==> config.mk <==
export PLATFORM = sky130hd
export DESIGN_NAME = bcd_converter
export DESIGN_NICKNAME = d
export VERILOG_FILES = /design/src/rtl/bcd_converter.sv
export SDC_FILE = /design/constraint.sdc
export NUM_CORES = 1
export LEC_CHECK = 0
export BUFFER_PORTS_ARGS = -buffer_cell sky130_fd_sc_hd__buf_2
export CORE_MARGIN = 2
export CORE_UTILIZATION = 38
export CTS_CLUSTER_DIAMETER = 80
export DETAILED_ROUTE_END_ITERATION = 16
export GPL_ROUTABILITY_DRIVEN = 0
export PLACE_DENSITY_LB_ADDON = 0.15
export SLEW_MARGIN = 15
export SYNTH_ARGS = -nofsm -noshare
export SYNTH_HDL_FRONTEND = slang
export SYNTH_SLANG_ARGS = --single-unit
export TNS_END_PERCENT = 5
==> constraint.sdc <==
create_clock -name clock -period 5.25 [get_ports clock]
set_input_delay 0.7875 -clock clock [delete_from_list [all_inputs] [get_ports clock]]
set_output_delay 0.7875 -clock clock [all_outputs]
set_load 0.005 [all_outputs]
==> src/rtl/bcd_converter.sv <==
// Sequential binary-to-BCD converter (shift-and-add-3, one bit per cycle).
// Feeds the per-digit seven-segment decoders from a core register value.
module bcd_converter #(
  parameter int WIDTH  = 32,
  parameter int DIGITS = 10
) (
  input  logic                clock,
  input  logic                reset,
  input  logic                start,
  input  logic [WIDTH-1:0]    number,
  input  logic                signed_mode,
  output logic                busy,
  output logic                done,
  output logic [4*DIGITS-1:0] bcd,
  output logic                negative,
  output logic                overflow
);

  localparam int BW = 4 * DIGITS;
  localparam int CW = $clog2(WIDTH + 1);

  typedef enum logic [1:0] {
    IDLE,
    SHIFT,
    DONE
  } state_t;

  state_t           state;
  logic [BW-1:0]    work;
  logic [BW-1:0]    adj;
  logic [BW-1:0]    work_next;
  logic [WIDTH-1:0] mag;
  logic [CW-1:0]    count;
  logic             pend_sign;
  logic             pend_ovf;
  logic             carry;
  logic             last;

  assign last = (count == CW'(WIDTH - 1));

  // Adjust every digit first, then shift the joined {digits, magnitude}.
  always_comb begin
    adj = work;
    for (int i = 0; i < DIGITS; i++) begin
      if (work[4*i +: 4] >= 4'd5)
        adj[4*i +: 4] = work[4*i +: 4] + 4'd3;
    end
    carry     = adj[BW-1];
    work_next = {adj[BW-2:0], mag[WIDTH-1]};
  end

  always_ff @(posedge clock) begin
    if (reset) begin
      state     <= IDLE;
      work      <= '0;
      mag       <= '0;
      count     <= '0;
      pend_sign <= 1'b0;
      pend_ovf  <= 1'b0;
      busy      <= 1'b0;
      done      <= 1'b0;
      bcd       <= '0;
      negative  <= 1'b0;
      overflow  <= 1'b0;
    end else begin
      done <= 1'b0;
      case (state)
        IDLE, DONE: begin
          if (start) begin
            if (signed_mode && number[WIDTH-1]) begin
              mag       <= (~number) + WIDTH'(1);
              pend_sign <= 1'b1;
            end else begin
              mag       <= number;
              pend_sign <= 1'b0;
            end
            work     <= '0;
            pend_ovf <= 1'b0;
            count    <= '0;
            busy     <= 1'b1;
            state    <= SHIFT;
          end else begin
            state <= IDLE;
          end
        end
        SHIFT: begin
          work     <= work_next;
          mag      <= mag << 1;
          pend_ovf <= pend_ovf | carry;
          count    <= count + CW'(1);
          if (last) begin
            state    <= DONE;
            busy     <= 1'b0;
            done     <= 1'b1;
            bcd      <= work_next;
            negative <= pend_sign;
            overflow <= pend_ovf | carry;
          end
        end
        default: state <= IDLE;
      endcase
    end
  end

endmodule

Yosys cells after proc, flatten, opt, wreduce, memory -nomap -nowiden
Cells that the tools add are included.
W data, S select, Z words.
- bits in registers: 126
- input bits: 36
- add/subtract/negate cells: 12
- magnitude comparators: 10
- equal/unequal tests: 5
- multiplexer cells: 27
- bitwise gates (word level): 3
- reductions and logical operators: 9
- operator list (operator ; number):
    $pmux W40 S2 ; 1
    $mux W32 ; 2
    $pmux W32 S2 ; 1
    $add A4 B2 Y4 const B ; 10
    $ge A4 B3 Y1 const B ; 10
    $mux W4 ; 10
    $mux W40 ; 1
    $add A32 B1 Y32 const B ; 1
    $not A32 Y32 ; 1
    $pmux W6 S2 ; 1
    $add A6 B1 Y6 const B ; 1
    $eq A6 B5 Y1 const B ; 1
    $mux W1 ; 6
    $mux W6 ; 1
    $reduce_and A2 Y1 ; 3
    $ne A2 B2 Y1 const B ; 2
    $pmux W1 S2 ; 2
    $pmux W2 S2 ; 1
    $reduce_or A2 Y1 ; 2
    $reduce_and A3 Y1 ; 1
    $eq A2 B1 Y1 const B ; 1
    $eq A2 B2 Y1 const B ; 1
    $logic_not A2 Y1 ; 1
    $mux W2 ; 1
    other kinds (4) ; 4

Longest topological paths before layout
- depth after elaboration: 5
- mapped depth: 7
- gate-level depth less buffers: 7

Least setup slack after synthesis
OpenSTA, ideal clock, no wires.
- kind: input port to flip-flop
- start: input port number[10]
- end: register mag[20]
- arrival time: 2.544 ns
- setup slack: 2.572 ns
- cell stages on the path: 6
- path through: or4_1 > clkbuf_2 > or4_4 > o41ai_4 > xor2_1 > o22ai_1
- word-level cells in the longest chain between the ends: 5
- RTL lines (element ; RTL line ; RTL):
    from (decl) ; 10 ; input logic [WIDTH-1:0] number,
    $not A32 Y32 ; 71 ; mag <= (~number) + WIDTH'(1);
    $add A32 B1 Y32 ; 71 ;
    $mux W32 ; 70 ; if (signed_mode && number[WIDTH-1]) begin
    $mux W32 ; 69 ; if (start) begin
    $pmux W32 S2 ; 67 ; case (state)
    to (signal assigned) ; 71 ;
    to (signal assigned) ; 74 ; mag <= number;
    to (signal assigned) ; 88 ; mag <= mag << 1;
    to (decl) ; 32 ; logic [WIDTH-1:0] mag;
No other way between the ends. The select of a mux whose other input is x is not followed.
A chain may end at the register's enable or synchronous reset.

Worst setup path after layout
- start: register state[0]
- end: register overflow
- word-level cells in the longest chain between the ends: 2
- RTL lines (element ; RTL line ; RTL):
    from (decl) ; 28 ; state_t state;
    from (signal assigned) ; 54 ; state <= IDLE;
    from (signal assigned) ; 81 ; state <= SHIFT;
    from (signal assigned) ; 83 ; state <= IDLE;
    $eq A2 B1 Y1 ; 67 ;
    $reduce_and A2 Y1 (no source line) ; -- ;
    to (signal assigned) ; 97 ; overflow <= pend_ovf | carry;
    to (decl) ; 16 ; output logic overflow
No other way between the ends.

==> impl_metrics.tcl <==
set metrics [dict create \
    internal_power_mw 1.791 \
    hold_viol 0 \
    crit_fanout 47 \
    reg2reg_slack_ns 2.33 \
    dp_hpwl_um 9817 \
    drtIter0Drc 371 \
    avgRoutedWirePerCell_um 14.56 \
    yosys.area.top_type "dfxtp_1" \
    clock_latency_ns 0.41 \
    slew_headroom 0.3199 \
    clk_pin_slew_worst_paths_ns 0.05 \
    holdCritPathClass "reg2reg" \
    holdCritStartpoint "bcd[22]" \
    p_switching_mw 0.5302 \
    synth_area_per_cell_um2 8.162 \
    period_needed_ns 2.920 \
    grt_pass1_vias 5429 \
    syn_area_um2 6203 \
    ctsResizeCount 0 \
    start_kind "flip-flop" \
    worstPathArrival_ns 3.24 \
    die_h_um 131.8 \
    status "completed" \
    worst_slack_ns 2.330 \
    dr_total_vias 5621 \
    crit_required_ns 5.57 \
    synth_edf_count 0 \
    wl_met1_um 6931 \
    fin_setup_tns_ns 0 \
    die_w_um 131.8 \
    cts-root-buf "clkbuf_16" \
    final_area_um2 7306 \
    cts_setup_buffers 0 \
    htree_num_levels 4 \
    power_frac_seq 0.428 \
    overflow 0 \
    drv_slew 0 \
    cts.sinks 126 \
    synth_area_leaders "dfxtp_1 41%, a22oi_1 7.3%, a21oi_1 4.9%" \
    portBuffers 79 \
    drc 0 \
    powerDensity_nw_per_um2 317.7 \
    netSwitchingFraction 0.2284 \
    setup_viol 0 \
    cts_hold_buffers 0 \
    end_kind "flip-flop" \
    ys_types 48 \
    min_path_cells 2 \
    clkPwrFrac 0.497 \
    ys_warn_count 0 \
    core_area_um2 15940 \
    ir_drop_v 0.0002176 \
    fin_worst_skew_ns 0.006285 \
    synthCells 760 \
    r2r-end "overflow" \
    vias_per_cell 5.426 \
    antennaDiodeCount 0 \
    cpPeakStageDelay_ns 0.85 \
    crit_chain "nor2b_4, buf_4, and3_2, nor2_1, a211oi_1" \
    dpl_cell_area_um2 6723 \
    p_leak_nw 2.675 \
    route.met3.wl_um 547 \
    synthArstFlopShare 0 \
    ys_seq_elements 126 \
    hold_path_end "bcd[22]" \
    post-route-util 0.4582 \
    yosysSeqAreaShare 0.4066 \
    start_util 0.3891 \
    antenna_left 0 \
    place_ws_ns 2.137 \
    routed_wl_um 15080 \
    cts_buffer_depth 2 \
    dieArea_um2 17360 \
    finalPower_mw 2.321 \
    cts_made_buffers 17 \
    grt_usage 0.1800 \
    maxCapViolCount 0 \
    first_pass_iters 5 \
    r2r-start "state[0]" \
    post-route-period-util 0.5562 \
    drive_gt1_frac 0.1573 \
    antenna_found_initial 0 \
    power_frac_comb 0.075 \
    rows 46 \
    nNetsFinal 867 \
    synth_nets 818 \
    grt_pass1_wl_um 26050 \
    wl_met2_um 7419 \
    cp_slowest_cell "and3_2" \
    top_layer_used "met4" \
    area_growth_syn_to_layout_pct 17.77 \
    synth_top_cell_area_share 0.4066 \
    cts_tree "done" \
    grt_max_degree 69 \
    worstSetupPathType "reg2reg" \
    worst_slew_pin_slew_ns 1.019 \
    rsz0062_at_grt "false" \
    synth_ff_type "dfxtp_1" \
    ff2ff_path_depth 5 \
    max_freq_mhz 342.5 \
    io_pins 80 \
]
-- layout by cell type (no fill, tap or decap), drive strengths merged, types with 3 or more instances in the layout --
cell type / n
ha: 22
nor4: 7
or2: 5
mux2i: 10
xor2: 10
dfxtp: 126
nor3: 34
a22oi: 60
nand2b: 22
o41ai: 5
inv: 24
nand2: 76
or3: 3
xnor2: 25
a21oi: 61
clkinv: 5
o22ai: 16
o31ai: 3
nor3b: 14
or4: 9
buf: 83
a31oi: 10
o21ai: 35
a211oi: 11
nand3: 14
clkbuf: 23
nor2: 81
-- flip-flops by register name, indices dropped and copies added (netlist names) --
name,count
bcd,40
busy,1
count,6
done,1
mag,32
negative,1
overflow,1
pend_ovf,1
pend_sign,1
state,2
work,40
-- cell usage after synthesis (11+ instances only) --
library cell / n
o22ai_1: 16
nor3_1: 34
clkbuf_1: 44
a22oi_1: 60
nand2b_1: 22
nand2_1: 76
nor3b_1: 14
xnor2_1: 25
ha_1: 22
nor2_1: 81
dfxtp_1: 126
o21ai_0: 35
nand3_1: 14
a21oi_1: 61
a211oi_1: 11
inv_1: 24
-- worst max path at each step --
stage / to / startpoint / slack (ns)
2_1_floorplan: mag[20] / number[10] / 2.57
3_3_place_gp: mag[23] / number[10] / 2.23
3_5_place_dp: mag[23] / number[10] / 2.14
4_1_cts: overflow / state[0] / 2.28
5_1_grt: overflow / state[0] / 1.98
6_report: overflow / state[0] / 2.33
-- critical path, delay by kind of cell (launching register included) --
family	cells	cell delay, ns
compound gates	1	0.23
buf+inv	1	0.58
flops	1	0.36
simple gates	3	1.64
-- power by group through the flow --
stage | Combinational (mW) | Clock [mW] | Sequential (mW)
5_1_grt | 0.194 | 1.22 | 0.997
3_3_place_gp | 0.173 | 0 | 1.01
3_5_place_dp | 0.174 | 0 | 1.01
2_1_floorplan | 0.119 | 0 | 1.01
4_1_cts | 0.175 | 1.18 | 0.994
6_report | 0.173 | 1.15 | 0.995
-- metal layers --
layer | GRT usage | up-vias
met5 | 0 | -
met3 | 0.04498 | 18
li1 | - | 2829
met4 | 0.04831 | 0
met2 | 0.3109 | 84
met1 | 0.2240 | 2690
-- cell families (layout without fill, tap and decap cells) --
| logic type | count (synthesis) | after routing | share of synthesized area |
|---|---|---|---|
| AO/OA/AOI/OAI | 213 | 213 | 0.2198 |
| AND/OR/NAND/NOR | 275 | 275 | 0.2132 |
| XOR/XNOR | 35 | 35 | 0.04941 |
| multiplexers | 12 | 12 | 0.01977 |
| flip-flops | 126 | 126 | 0.4066 |
| adder cells (fa/ha/maj) | 22 | 22 | 0.04437 |
| buffers and inverters | 77 | 137 | 0.04679 |
-- final cells by class --
cell class                      count  area [um^2]
Tap cell                          216        270.3
Clock buffer                       23        498.0
Sequential cell                   126         2522
Timing Repair Buffer               83        427.9
Inverter                           24        90.09
Clock inverter                      7        85.08
Multi-Input combinational cell    557         3412
Fill cell                        1605         8637
-- stage by stage --
| step | hold slack (ns) | std cells |
|---|---|---|
| 2_1_floorplan | 0.4321 | 760 |
| 3_3_place_gp | 0.4404 | 1006 |
| 3_5_place_dp | 0.4447 | 1006 |
| 4_1_cts | 0.4522 | 1036 |
| 5_1_grt | 0.4710 | 1036 |
| 6_report | 0.4482 | 1036 |
(Power assumes the default switching activity.)
